$ cat config.mk
export PLATFORM = sky130hd
export DESIGN_NAME = sine_table_loader
export DESIGN_NICKNAME = d
export VERILOG_FILES = /design/src/rtl/synth_pkg.sv /design/src/rtl/sine_table_loader.sv
export SDC_FILE = /design/constraint.sdc
export NUM_CORES = 1
export LEC_CHECK = 0
export BUFFER_PORTS_ARGS = -buffer_cell sky130_fd_sc_hd__buf_2
export CAP_MARGIN = 20
export CORE_MARGIN = 2
export CORE_UTILIZATION = 40
export DETAILED_ROUTE_END_ITERATION = 8
export PLACE_DENSITY = 0.73
export SYNTH_ARGS = -nofsm -noshare
export SYNTH_HDL_FRONTEND = slang
export SYNTH_SLANG_ARGS = --single-unit
export TNS_END_PERCENT = 50
$ cat constraint.sdc
create_clock -name i_Clock -period 3.9 [get_ports i_Clock]
set_input_delay 0.78 -clock i_Clock [delete_from_list [all_inputs] [get_ports i_Clock]]
set_output_delay 0.78 -clock i_Clock [all_outputs]
set_load 0.005 [all_outputs]
$ cat src/rtl/synth_pkg.sv
// Shared synth-pipeline definitions: sine table geometry and the loader state encoding.
// The waveform stage declares its table RAM from the same width constants.
package synth_pkg;

    localparam int SINE_TABLE_ADDR_WIDTH = 14;
    localparam int SINE_TABLE_DATA_WIDTH = 15;
    localparam int SINE_TABLE_DEPTH      = 1 << SINE_TABLE_ADDR_WIDTH;

    typedef enum logic [2:0] {
        LOADER_IDLE,
        LOADER_DRAIN,
        LOADER_LOAD,
        LOADER_FINISH,
        LOADER_READY
    } loader_state_e;

endpackage

$ cat src/rtl/sine_table_loader.sv
// Boot/reload controller for the quarter-wave sine table.
// Streams host words into the table RAM write port and keeps the operator
// pipeline gated off while the table is invalid or being rewritten.
// Optional build macro: SINE_LOADER_CHECKSUM_EN adds a 16-bit running sum of
// the words accepted in the current load on o_Checksum (tied to 0 otherwise).
module sine_table_loader
    import synth_pkg::*;
#(
    parameter int ADDR_WIDTH  = SINE_TABLE_ADDR_WIDTH,
    parameter int DATA_WIDTH  = SINE_TABLE_DATA_WIDTH,
    parameter int TABLE_DEPTH = SINE_TABLE_DEPTH
) (
    input  logic                  i_Clock,
    input  logic                  i_Reset,
    input  logic                  i_LoadStart,
    input  logic                  i_WriteValid,
    output logic                  o_WriteReady,
    input  logic [DATA_WIDTH-1:0] i_WriteData,
    input  logic                  i_PipelineIdle,
    output logic                  o_TableWriteEnable,
    output logic [ADDR_WIDTH-1:0] o_TableWriteAddress,
    output logic [DATA_WIDTH-1:0] o_TableWriteData,
    output logic                  o_TableReady,
    output logic                  o_PipelineEnable,
    output logic                  o_Busy,
    output logic [15:0]           o_Checksum
);

    localparam logic [ADDR_WIDTH-1:0] LAST_ADDR = ADDR_WIDTH'(TABLE_DEPTH - 1);

    loader_state_e         state_q, state_d;
    logic [ADDR_WIDTH-1:0] count_q, count_d;
    logic                  we_q, we_d;
    logic [ADDR_WIDTH-1:0] waddr_q, waddr_d;
    logic [DATA_WIDTH-1:0] wdata_q, wdata_d;
    logic                  table_ready_q, table_ready_d;
    logic                  pipe_en_q, pipe_en_d;
    logic                  busy_q, busy_d;
    logic                  handshake;
    logic                  drain_exit;

    // Ready is the only combinational output so a word can be taken every LOAD cycle.
    assign o_WriteReady = (state_q == LOADER_LOAD);
    assign handshake    = i_WriteValid && o_WriteReady;
    assign drain_exit   = (state_q == LOADER_DRAIN) && i_PipelineIdle;

    // Next-state, write-port and status decode; status flags follow the next state
    // so they are valid in the very first cycle of each state.
    always_comb begin
        // NOTE: every _d gets a default first so no path leaves it unassigned (no latches).
        state_d = state_q;
        count_d = count_q;
        we_d    = 1'b0;
        waddr_d = waddr_q;
        wdata_d = wdata_q;

        case (state_q)
            LOADER_IDLE: begin
                if (i_LoadStart) state_d = LOADER_DRAIN;
            end
            LOADER_DRAIN: begin
                if (i_PipelineIdle) begin
                    state_d = LOADER_LOAD;
                    count_d = '0;
                end
            end
            LOADER_LOAD: begin
                if (handshake) begin
                    we_d    = 1'b1;
                    waddr_d = count_q;
                    wdata_d = i_WriteData;
                    count_d = count_q + ADDR_WIDTH'(1);  // wraps to 0 after the last word
                    if (count_q == LAST_ADDR) state_d = LOADER_FINISH;
                end
            end
            LOADER_FINISH: begin
                state_d = LOADER_READY;
            end
            LOADER_READY: begin
                if (i_LoadStart) state_d = LOADER_DRAIN;
            end
            default: begin
                state_d = LOADER_IDLE;
            end
        endcase

        table_ready_d = (state_d == LOADER_READY);
        pipe_en_d     = (state_d == LOADER_READY);
        busy_d        = (state_d == LOADER_DRAIN) || (state_d == LOADER_LOAD) ||
                        (state_d == LOADER_FINISH);
    end

    // State, counter and registered outputs; reset abandons any load in progress.
    always_ff @(posedge i_Clock or posedge i_Reset) begin
        // NOTE: non-blocking assignments so every flop samples pre-edge values.
        if (i_Reset) begin
            state_q       <= LOADER_IDLE;
            count_q       <= '0;
            we_q          <= 1'b0;
            waddr_q       <= '0;
            wdata_q       <= '0;
            table_ready_q <= 1'b0;
            pipe_en_q     <= 1'b0;
            busy_q        <= 1'b0;
        end else begin
            state_q       <= state_d;
            count_q       <= count_d;
            we_q          <= we_d;
            waddr_q       <= waddr_d;
            wdata_q       <= wdata_d;
            table_ready_q <= table_ready_d;
            pipe_en_q     <= pipe_en_d;
            busy_q        <= busy_d;
        end
    end

    assign o_TableWriteEnable  = we_q;
    assign o_TableWriteAddress = waddr_q;
    assign o_TableWriteData    = wdata_q;
    assign o_TableReady        = table_ready_q;
    assign o_PipelineEnable    = pipe_en_q;
    assign o_Busy              = busy_q;

`ifdef SINE_LOADER_CHECKSUM_EN
    logic [15:0] checksum_q, checksum_d;

    // Running modulo-2^16 sum of accepted words; cleared as the load begins, held afterwards.
    always_comb begin
        checksum_d = checksum_q;
        if (drain_exit) begin
            checksum_d = '0;
        end else if (handshake) begin
            checksum_d = checksum_q + 16'(i_WriteData);
        end
    end

    // Checksum register.
    always_ff @(posedge i_Clock or posedge i_Reset) begin
        if (i_Reset) begin
            checksum_q <= '0;
        end else begin
            checksum_q <= checksum_d;
        end
    end

    assign o_Checksum = checksum_q;
`else
    logic unused_drain_exit;
    assign unused_drain_exit = drain_exit;
    assign o_Checksum        = 16'd0;
`endif

endmodule

==> results.md <==
* Leak pwr at 1.406 nW
* Net switching power at 0.4075 mW
* Area of the core at 5172 µm²
* Flop pwr share at 0.523
* Max-cap violation count at 0
* Crit path max-delay cell type: nand4bb_2
* Type of the worst setup path: reg -> reg
* End of the worst register-to-register path: count_q[13]
* Antenna violations before repair at 0
* Post-synth design cell area at 2176 µm²
* Worst-case hold slack at 375.6 ps
* Setup ws final at 1711 ps
* Yosys synthesis warning count at 0
* Total placed instance area at 2424 µm²
* Wire length per cell at 10.99 µm
* Clock latency at the later pin of the worst-skew pair at 300 ps
* Synth cell count leaders: nand2_1 (91), dfrtp_1 (49), buf_4 (17)
* Critical path arrival at 2410 ps
* Number of synthesized flops with an enable pin at 0
* Max H-tree Level at 2
* Hold/Removal Path Class: in -> async
* Maximum ir drop on the vdd rail at 0.2574 mV
* Min Tclk post-route at 2189 ps
* Synth Instances at 231
* Resized cells post-CTS at 0
* Overflow left after global routing at 0
* Portion of synthesized cell area occupied by the leading cell type at 0.5635
* Die Ht at 77.76 µm
* RSZ-0062 raised after global routing: false
* Power share of the combinational group at 0.256
* Global placement routability congestion at 0.7508
* Number of remaining DRC errors at 0
* Dominant cell by count in the synthesized netlist: nand2_1
* Largest fanout of any net on the critical path at 38
* Routed metal-1 wirelength at 1.848 mm
* Total negative setup slack at 0 ps
* Final design utilization at 0.4891
* Fin Clk Skew at 4.344 ps
* Startpoint Class: flip-flop
* Finish-stage setup viols at 0
* Hold-fix buffers at CTS at 0
* Via density per instance at 4.567
* Area growth from synthesis to layout at 16.27%
* Total routing usage reported by global routing at 0.1388
* Inst Count DP at 345
* Pin count of the biggest net entering global routing at 50
* CTS Sinks at 49
* Clock group share of total power at 0.221
* Launching point of the worst reg2reg path: state_q[0]
* Buffer type at the clock tree root: clkbuf_8
* Count of routing violations after the opening detailed-route iteration at 73
* Combined buffer and inverter count along the critical path at 1
* Number of hold violations in the final report at 0
* Design area at 2530 µm²
* Ports at 70
* Total power at 1.325 mW
* Nets at 304
* Cell depth of the worst flop-to-flop path at 5
* Number of vias after detailed routing at 1,612
* Worst-margin pin slew at 508.3 ps
* Total iterations of the first detailed-routing run at 4
* Main area contributors after synthesis: dfrtp_1 (56%), nand2_1 (16%), buf_4 (5.9%)
* Power Internal at 0.9170 mW
* Sequential Area at 1226 µm²
* Number of nets still failing antenna checks after routing at 0
* Synthesized-area fraction occupied by ao, oa, aoi and oai cells at 0.02875
* Main combinational cell family by area after synthesis: simple AND/OR/NAND/NOR gates
* Worst-case headroom to the max-slew limit at 0.6609
* Count of state elements after synthesis at 49
* Worst-case register-to-register setup slack at 1710 ps
* List of cells traversed by the critical path: nand4bb_2 > inv_6 > nand4_4 > or3_1 > a21oi_1
* Post-synth top area cell: dfrtp_1
* Overall die area at 6046 µm²
* Pre-CTS setup slack at 1435 ps
* Core Rows at 26
* Adder-cell area share of the yosys netlist at 0.005750
* Number of clock buffers inserted by TritonCTS at 5
* Multiplexer area fraction after synthesis at 0.009776
* Fill cells at 481
* Part of the Yosys area used for sequential elements at 0.5635
* Xor/xnor share of the synthesized area at 0.03623
* Main flop type after synthesis: dfrtp_1
* Synth cell types at 33
* Total setup buffers inserted after CTS at 0
* Starting utilization of the core area at 0.4207
* Dpl hpwl at 2.653 mm
* Wire length on met2 at 1.780 mm
* Total length of routed met3 wires at 194 µm
* Max layer used: met4
* Clock-pin transition on the worst setup and hold timing paths at 80 ps
* Cell family contributing the most delay on the critical path: simple AND/OR/NAND/NOR gates
* Crit. End Element: flip-flop
* Ant diodes at 0
* Fraction of layout cells with a size suffix above 1 at 0.2509
* Average footprint of a synthesized cell at 9.419 µm²
* Power density of the placed cells at 523.5 nW/µm²
* Total wire length at 3.881 mm
* Portion of the clock cycle consumed by the worst path in the final layout at 0.5613
* Share of flip-flops with an asynchronous set or reset after synthesis at 1.000
* Wire length of the first global-routing pass at 6.755 mm
* Final cell count without fillers at 353
* Outcome: finished clean
* Maximum clock frequency at 0.4568 GHz
* CP required at 4130 ps
* Fraction of the mapped netlist area in simple logic gates at 0.2634
* Area of the multi-input gates at 813.3 µm²
* IO Port Bufs at 53
* Crit-path max cell delay at 600 ps
* Via count of the first global-routing pass at 1,536
* Maximum buffer depth of the clock tree at 2
* Die X-Extent at 77.76 µm
* Proportion of total power due to net switching at 0.3076
* Clock tree from TritonCTS: built
* Number of slew-limit violations in the final report at 0
[cell families (layout without fill, tap and decap cells)]
| kind of cell | Yosys count | count (layout) |
|---|---|---|
| AND/OR/NAND/NOR | 129 | 129 |
| XOR/XNOR | 9 | 9 |
| flip-flops | 49 | 49 |
| adder cells (fa/ha/maj) | 1 | 1 |
| AO/OA/AOI/OAI | 11 | 11 |
| buffers and inverters | 29 | 66 |
| other | 1 | 16 |
| multiplexers | 2 | 2 |
[state kept, by name, indices dropped and copies added, names as in the netlist]
signal	count
o_TableWriteData	15
o_TableWriteAddress	14
state_q	3
o_Busy	1
count_q	14
o_PipelineEnable	1
o_TableWriteEnable	1
[layout by cell type, fill, tap and decap left out, drive strengths merged, types with 2 or more instances in the layout]
master	Yosys	layout
a21oi	3	3
and4	2	2
buf	23	56
clkbuf	3	7
conb	1	16
dfrtp	49	49
inv	3	3
nand2	91	91
nand3	4	4
nand4	5	5
nor2	12	12
nor3	3	3
nor4	2	2
o21ai	6	6
or2	2	2
or3	3	3
xnor2	4	4
xor2	5	5
[per-layer routing]
layer	GRT usage	vias up
li1	-	810
met1	0.1757	755
met2	0.2336	39
met3	0.03140	8
met4	0.04821	0
met5	0	-
[area by class of cell]
| class | instances | share of cell area |
|---|---|---|
| clock buffers | 7 | 0.03412 |
| inverters | 3 | 0.006429 |
| multi-input cells | 168 | 0.3215 |
| flip-flops and latches | 49 | 0.4847 |
| well taps | 70 | 0.03462 |
| repair buffers | 56 | 0.1187 |
[worst max path at each step]
| stage | startpoint | cells after the start | to |
|---|---|---|---|
| after global routing | state_q[0] | 5 | count_q[13] |
| after detailed placement | i_WriteValid | 6 | count_q[13] |
| after CTS | state_q[0] | 5 | count_q[13] |
| final | state_q[0] | 5 | count_q[13] |
| after global placement | i_WriteValid | 6 | count_q[13] |
| after floorplan | i_Reset | 1 | count_q[0] |
[power groups by stage]
| stage | Sequential [mW] | Combinational (mW) | Clock [mW] |
|---|---|---|---|
| finish | 0.693 | 0.339 | 0.292 |
| global placement | 0.705 | 0.334 | 0 |
| global route | 0.711 | 0.390 | 0.325 |
| CTS | 0.695 | 0.345 | 0.303 |
| detailed placement | 0.704 | 0.344 | 0 |
| floorplan | 0.707 | 0.211 | 0 |
Power figures use the tool's default switching activity.
